File: src/rtl/project_pwm_pkg.sv
// ---------------------------------------------------------------------------
// project_pwm_pkg
// Shared definitions for the PWM capture path: the capture FSM state
// encoding, the default counter width and its saturation value.
// Ports: none (package only).
// ---------------------------------------------------------------------------
package project_pwm_pkg;

    // Default counter/result width, matching the period register of the
    // counter blocks.
    localparam int DEFAULT_WIDTH = 16;

    // Saturation value of a DEFAULT_WIDTH counter. Instances with a
    // different WIDTH derive their own all-ones value locally.
    localparam logic [DEFAULT_WIDTH-1:0] COUNT_MAX = {DEFAULT_WIDTH{1'b1}};

    // Capture FSM states.
    typedef enum logic [1:0] {
        ST_IDLE = 2'd0,
        ST_HIGH = 2'd1,
        ST_LOW  = 2'd2,
        ST_OVF  = 2'd3
    } captureState_t;

endpackage

File: src/rtl/project_input_sync.sv
// ---------------------------------------------------------------------------
// project_input_sync
// Brings an asynchronous level into the i_clk domain through SYNC_STAGES
// flops, then compares against a one-flop delayed copy to produce
// single-cycle rise and fall pulses. Both pulses see the same latency, so
// durations measured between them are exact.
// Ports:
//   i_clk      system clock
//   i_reset_n  synchronous active-low reset (clears all flops)
//   i_async    asynchronous input level
//   o_rise     one-cycle pulse on a synchronized 0->1 transition
//   o_fall     one-cycle pulse on a synchronized 1->0 transition
// ---------------------------------------------------------------------------
module project_input_sync #(
    parameter int SYNC_STAGES = 2
) (
    input  logic i_clk,
    input  logic i_reset_n,
    input  logic i_async,
    output logic o_rise,
    output logic o_fall
);

    logic [SYNC_STAGES-1:0] r_sync;
    logic                   r_delay;
    logic                   w_synced;

    // Synchronizer chain plus the edge-detect delay flop. Only reset clears
    // these; a capture clear leaves them alone so a level already present on
    // the input is not mistaken for a new edge afterwards.
    always_ff @(posedge i_clk) begin
        if (!i_reset_n) begin
            r_sync  <= '0;
            r_delay <= 1'b0;
        end else begin
            r_sync  <= {r_sync[SYNC_STAGES-2:0], i_async};
            r_delay <= w_synced;
        end
    end

    assign w_synced = r_sync[SYNC_STAGES-1];

    // Edge pulses: synchronized level differs from its delayed copy.
    assign o_rise = w_synced & ~r_delay;
    assign o_fall = ~w_synced & r_delay;

endmodule

File: src/rtl/project_pwm_capture.sv
// ---------------------------------------------------------------------------
// project_pwm_capture
// Input-capture block for the PWM output path. Measures period (rise to
// rise) and high time (rise to fall) of i_pwm in i_clk cycles and posts each
// completed measurement with a one-cycle o_valid strobe. Every rising edge
// closes one measurement and opens the next, so back-to-back periods are
// measured without gaps.
// Ports:
//   i_clk       system clock
//   i_reset_n   synchronous active-low reset
//   i_en        capture enable; low parks the FSM in IDLE, results held
//   i_clear     synchronous clear of results, overflow flag and state
//   i_pwm       asynchronous PWM waveform under measurement
//   o_period    last measured period, cycles
//   o_high      last measured high time, cycles
//   o_valid     one-cycle strobe when o_period/o_high update
//   o_overflow  sticky flag: a measurement ran past 2^WIDTH-1 cycles
//   o_busy      high while a measurement is in progress
// ---------------------------------------------------------------------------
module project_pwm_capture
    import project_pwm_pkg::*;
#(
    parameter int WIDTH       = DEFAULT_WIDTH,
    parameter int SYNC_STAGES = 2
) (
    input  logic             i_clk,
    input  logic             i_reset_n,
    input  logic             i_en,
    input  logic             i_clear,
    input  logic             i_pwm,
    output logic [WIDTH-1:0] o_period,
    output logic [WIDTH-1:0] o_high,
    output logic             o_valid,
    output logic             o_overflow,
    output logic             o_busy
);

    localparam logic [WIDTH-1:0] CNT_MAX = {WIDTH{1'b1}};
    localparam logic [WIDTH-1:0] CNT_ONE = WIDTH'(1);

    captureState_t    r_state;
    captureState_t    w_nextState;
    logic [WIDTH-1:0] r_count;
    logic [WIDTH-1:0] r_highLatch;
    logic [WIDTH-1:0] r_period;
    logic [WIDTH-1:0] r_high;
    logic             r_valid;
    logic             r_overflow;

    logic             w_rise;
    logic             w_fall;
    logic             w_atMax;
    logic             w_loadCount;
    logic             w_countRun;
    logic             w_latchHigh;
    logic             w_publish;
    logic             w_setOvf;
    logic             w_busy;

    project_input_sync #(
        .SYNC_STAGES (SYNC_STAGES)
    ) u_inputSync (
        .i_clk     (i_clk),
        .i_reset_n (i_reset_n),
        .i_async   (i_pwm),
        .o_rise    (w_rise),
        .o_fall    (w_fall)
    );

    assign w_atMax = (r_count == CNT_MAX);

    // State register. Reset and clear both return to IDLE; a disabled block
    // also parks in IDLE so the first measurement after re-enable starts
    // cleanly at the next rising edge.
    always_ff @(posedge i_clk) begin
        if (!i_reset_n || i_clear || !i_en) begin
            r_state <= ST_IDLE;
        end else begin
            r_state <= w_nextState;
        end
    end

    // Next-state logic. A fall in IDLE or OVF carries no information and is
    // ignored; only a rising edge can start a measurement. A fall at the
    // saturation cycle still counts as a valid high time.
    always_comb begin
        w_nextState = r_state;
        case (r_state)
            ST_IDLE: begin
                if (w_rise) w_nextState = ST_HIGH;
            end
            ST_HIGH: begin
                if (w_fall)       w_nextState = ST_LOW;
                else if (w_atMax) w_nextState = ST_OVF;
            end
            ST_LOW: begin
                if (w_rise)       w_nextState = ST_HIGH;
                else if (w_atMax) w_nextState = ST_OVF;
            end
            ST_OVF: begin
                if (w_rise) w_nextState = ST_HIGH;
            end
            default: w_nextState = ST_IDLE;
        endcase
    end

    // Output/control decode. Any rise outside HIGH reloads the counter to 1,
    // which both opens a fresh measurement and resynchronizes after OVF. Only
    // a rise in LOW has a complete period to publish.
    always_comb begin
        w_loadCount = 1'b0;
        w_countRun  = 1'b0;
        w_latchHigh = 1'b0;
        w_publish   = 1'b0;
        w_setOvf    = 1'b0;
        w_busy      = (r_state != ST_IDLE);
        case (r_state)
            ST_IDLE: begin
                w_loadCount = w_rise;
            end
            ST_HIGH: begin
                w_countRun  = 1'b1;
                w_latchHigh = w_fall;
                w_setOvf    = !w_fall && w_atMax;
            end
            ST_LOW: begin
                w_countRun  = 1'b1;
                w_loadCount = w_rise;
                w_publish   = w_rise;
                w_setOvf    = !w_rise && w_atMax;
            end
            ST_OVF: begin
                w_loadCount = w_rise;
            end
            default: begin
                w_busy = 1'b0;
            end
        endcase
    end

    // Measurement datapath. The counter saturates rather than wrapping, so a
    // stuck input drives it to CNT_MAX and into OVF. Results and the sticky
    // overflow flag survive a disable; only reset or clear zero them, and a
    // clear wins over a coincident publish.
    always_ff @(posedge i_clk) begin
        if (!i_reset_n || i_clear) begin
            r_count     <= '0;
            r_highLatch <= '0;
            r_period    <= '0;
            r_high      <= '0;
            r_valid     <= 1'b0;
            r_overflow  <= 1'b0;
        end else if (!i_en) begin
            r_count <= '0;
            r_valid <= 1'b0;
        end else begin
            r_valid <= w_publish;
            if (w_loadCount) begin
                r_count <= CNT_ONE;
            end else if (w_countRun) begin
                if (!w_atMax) r_count <= r_count + CNT_ONE;
            end else begin
                r_count <= '0;
            end
            if (w_latchHigh) r_highLatch <= r_count;
            if (w_publish) begin
                r_period <= r_count;
                r_high   <= r_highLatch;
            end
            if (w_setOvf) r_overflow <= 1'b1;
        end
    end

    assign o_period   = r_period;
    assign o_high     = r_high;
    assign o_valid    = r_valid;
    assign o_overflow = r_overflow;
    assign o_busy     = w_busy;

endmodule
File: config.mk
export PLATFORM = sky130hd
export DESIGN_NAME = project_pwm_capture
export DESIGN_NICKNAME = d
export VERILOG_FILES = /design/src/rtl/project_pwm_pkg.sv /design/src/rtl/project_input_sync.sv /design/src/rtl/project_pwm_capture.sv
export SDC_FILE = /design/constraint.sdc
export NUM_CORES = 1
export LEC_CHECK = 0
export CAP_MARGIN = 40
export CORE_MARGIN = 5
export CORE_UTILIZATION = 45
export DETAILED_ROUTE_END_ITERATION = 16
export GPL_TIMING_DRIVEN = 0
export HOLD_SLACK_MARGIN = 0.06
export PLACE_DENSITY = 0.7
export SLEW_MARGIN = 0
export SYNTH_ARGS = -nofsm -noshare
export SYNTH_HDL_FRONTEND = slang
export SYNTH_SLANG_ARGS = --single-unit
File: constraint.sdc
create_clock -name i_clk -period 2.5 [get_ports i_clk]
set_input_delay 0.5 -clock i_clk [delete_from_list [all_inputs] [get_ports i_clk]]
set_output_delay 0.5 -clock i_clk [all_outputs]
set_load 0.01 [all_outputs]
==> out/metrics.yaml <==
fin_skew_ps: 6.96
finalWirelength_um: 6920
worst_slack_ps: 250
gr-usage-met1_pct: 22.5
rsz0062_at_grt: "no"
grt_first_pass_wirelength_um: 11800
yosys.cell_types.count: 41
multi_input_area_um2: 1320
synth_common_cells: "107 x nand2_1, 71 x dfxtp_1, 55 x a21oi_1, 13 x clkbuf_1, 9 x buf_2"
yosys.area_share.simple_pct: 26.7
cp-start-kind: "flop"
clockBufferDepth: 2
relSlewSlack_pct: 53.5
synth_top_flop_cell: "dfxtp_1"
drv_cap: 0
grt_use_total_pct: 17.9
synth_top_family_by_area: "simple AND/OR/NAND/NOR gates"
overflow: 0
dieArea_um2: 8070
tns_ps: 0
synthXorXnorAreaFrac_pct: 0
fillers: 597
r2r-start: "r_count[0]"
yosys_warnings: 0
whs_ps: 437
ir_worst_vdd_v: 0.000399
busiest_layer: "met2"
coreArea_um2: 6280
syn_nets: 363
rrSetupSlack_ps: 250
min_from: "u_inputSync.r_sync[0]"
synth_edf_count: 0
cts_resized: 0
vias: 2569
antenna_found_initial: 0
wl_per_cell_um: 14.3
worstPathCellList: "ha_1, nand3_1, nor4_2, nor4b_1, or3_1"
slowest_stage: "nor4_2"
powerDensity_nw_per_um2: 631
period_share_pct: 90.0
ys_seq_elements: 71
ctsHoldBuffers: 0
hp-class: "flop to flop"
rr_endpoint: "r_count[0]"
clk_latency_ps: 350
setup-violations-final: 0
fmax_ghz: 0.444
die-height_um: 89.8
cp_top_family: "simple AND/OR/NAND/NOR gates"
synth_area_um2: 2870
synth_compound_area_share_pct: 15.6
rows: 29
first_pass_iters: 4
async_flop_share_pct: 0
synthMuxAreaShare_pct: 1.44
cts.sinks: 71
required_ps: 2730
port_buffers: 39
arrival_ps: 2480
synth_top_area_share_pct: 49.6
die_x_um: 89.8
yosysMostFrequentCell: "nand2_1"
status: "finished, final reports clean"
drive_gt1_share_pct: 7.84
viasPerCell: 5.30
grt_max_degree: 13
cp_max_fo: 7
met2_usage_pct: 27.9
critPathKind: "flop to flop"
nNetsFinal: 413
netlist_instances: 353
cts_max_level: 3
slew_viol_final: 0
path_buf_inv: 0
postCtsSetupRepairBufs: 0
path_clk_slew_ps: 80
hold_violations: 0
cts_made_buffers: 9
area.sequential_um2: 1420
hold_path_depth: 1
hold_end: "u_inputSync.r_sync[1]"
leakagePower_nw: 1.18
drc_errors: 0
synthAdderAreaFrac_pct: 2.18
dp_slack_ps: 148
insertedDiodeCount: 0
gr-usage-met3_pct: 5.34
ys_top_cells_by_area: "dfxtp_1 50%, nand2_1 14%, a21oi_1 9.6%"
worstMarginPinSlew_ps: 692
end_kind: "flop"
tritoncts: "done"
finalCriticalPeriod_ps: 2250
drtAntennaViolNets: 0
cts_root_buf: "clkbuf_8"
syn_to_final_growth_pct: 25.3
avgSynthCellArea_um2: 8.12
num_io_pins: 40
yosys.area.top_type: "dfxtp_1"
dr.first_iter.drc_count: 157
dp_hpwl_um: 4900
cpPeakStageDelay_ps: 660
reg2reg_depth: 5
seq_area_frac_synth_pct: 49.6
gp_congestion: 0.823
grt_pass1_vias: 2445
start_util_pct: 45.7
==> how the worst max path moves through the flow <==
| stage | startpoint | endpoint | slack [ps] | depth (start not counted) |
|---|---|---|---|---|
| 2_1_floorplan | r_state[0] | r_count[9] | 550 | 8 |
| 3_3_place_gp | i_en | r_count[11] | 170 | 6 |
| 3_5_place_dp | i_en | r_count[9] | 150 | 6 |
| 4_1_cts | r_count[0] | r_count[0] | 260 | 5 |
| 5_1_grt | r_count[0] | r_count[0] | 30 | 5 |
| 6_report | r_count[0] | r_count[0] | 250 | 5 |
==> metrics by stage <==
| stage | utilization [%] | cell area, um2 | cells | power, mW |
|---|---|---|---|---|
| finish | 57.2 | 3590 | 485 | 2.27 |
| global route | 57.2 | 3590 | 485 | 2.34 |
| CTS | 57.2 | 3590 | 485 | 2.29 |
| detailed placement | 53.4 | 3350 | 469 | 1.19 |
| global placement | 53.4 | 3350 | 469 | 1.19 |
| floorplan | - | 2870 | 353 | 1.18 |
==> placed cells by master (no fill, tap or decap), types with 3 or more instances in the layout <==
cell	n
nor2_1	5
nor3_1	6
or3_1	4
nand2_1	107
clkbuf_8	9
and3_1	7
nor2b_1	3
nand4_1	5
clkbuf_1	15
inv_1	7
a21oi_1	55
a31oi_1	5
mux2i_1	3
o21ai_0	7
buf_2	9
ha_1	5
nand3_1	7
dfxtp_1	71
or4_1	3
bufinv_16	3
clkdlybuf4s50_1	39
and2_1	4
==> layer usage <==
| metal | wire, um | part of all wire (%) |
|---|---|---|
| met5 | 0 | 0 |
| met4 | 74 | 1.1 |
| met3 | 341 | 4.9 |
| met2 | 3330 | 48 |
| met1 | 3170 | 46 |
==> sequential cells by signal, indices dropped and copies added (netlist names) <==
name                 count
r_state                  2
u_inputSync.r_sync       2
o_high                  16
o_valid                  1
r_count                 16
r_highLatch             16
o_period                16
u_inputSync.r_delay      1
o_overflow               1
==> final cells by class <==
| cell class | instances | area share (%) |
|---|---|---|
| inverters | 7 | 0.731 |
| plain buffers | 24 | 2.93 |
| flip-flops and latches | 71 | 39.6 |
| well taps | 77 | 2.68 |
| multi-input cells | 251 | 36.6 |
| clock inverters | 5 | 2.96 |
| repair buffers | 39 | 10.9 |
| clock buffers | 11 | 3.66 |
==> power breakdown <==
part | internal (mW) | leakage, nW | switching [mW]
logic | 0.0121 | 0.499 | 0.0228
registers | 1.13 | 0.572 | 0.00132
clock network | 0.665 | 0.114 | 0.434
==> cells by family after synthesis <==
family,count (synthesis)
simple gates,163
compound gates,79
flops,71
buf+inv,31
fa+ha+maj,5
mux,4
(Power assumes the default switching activity.)
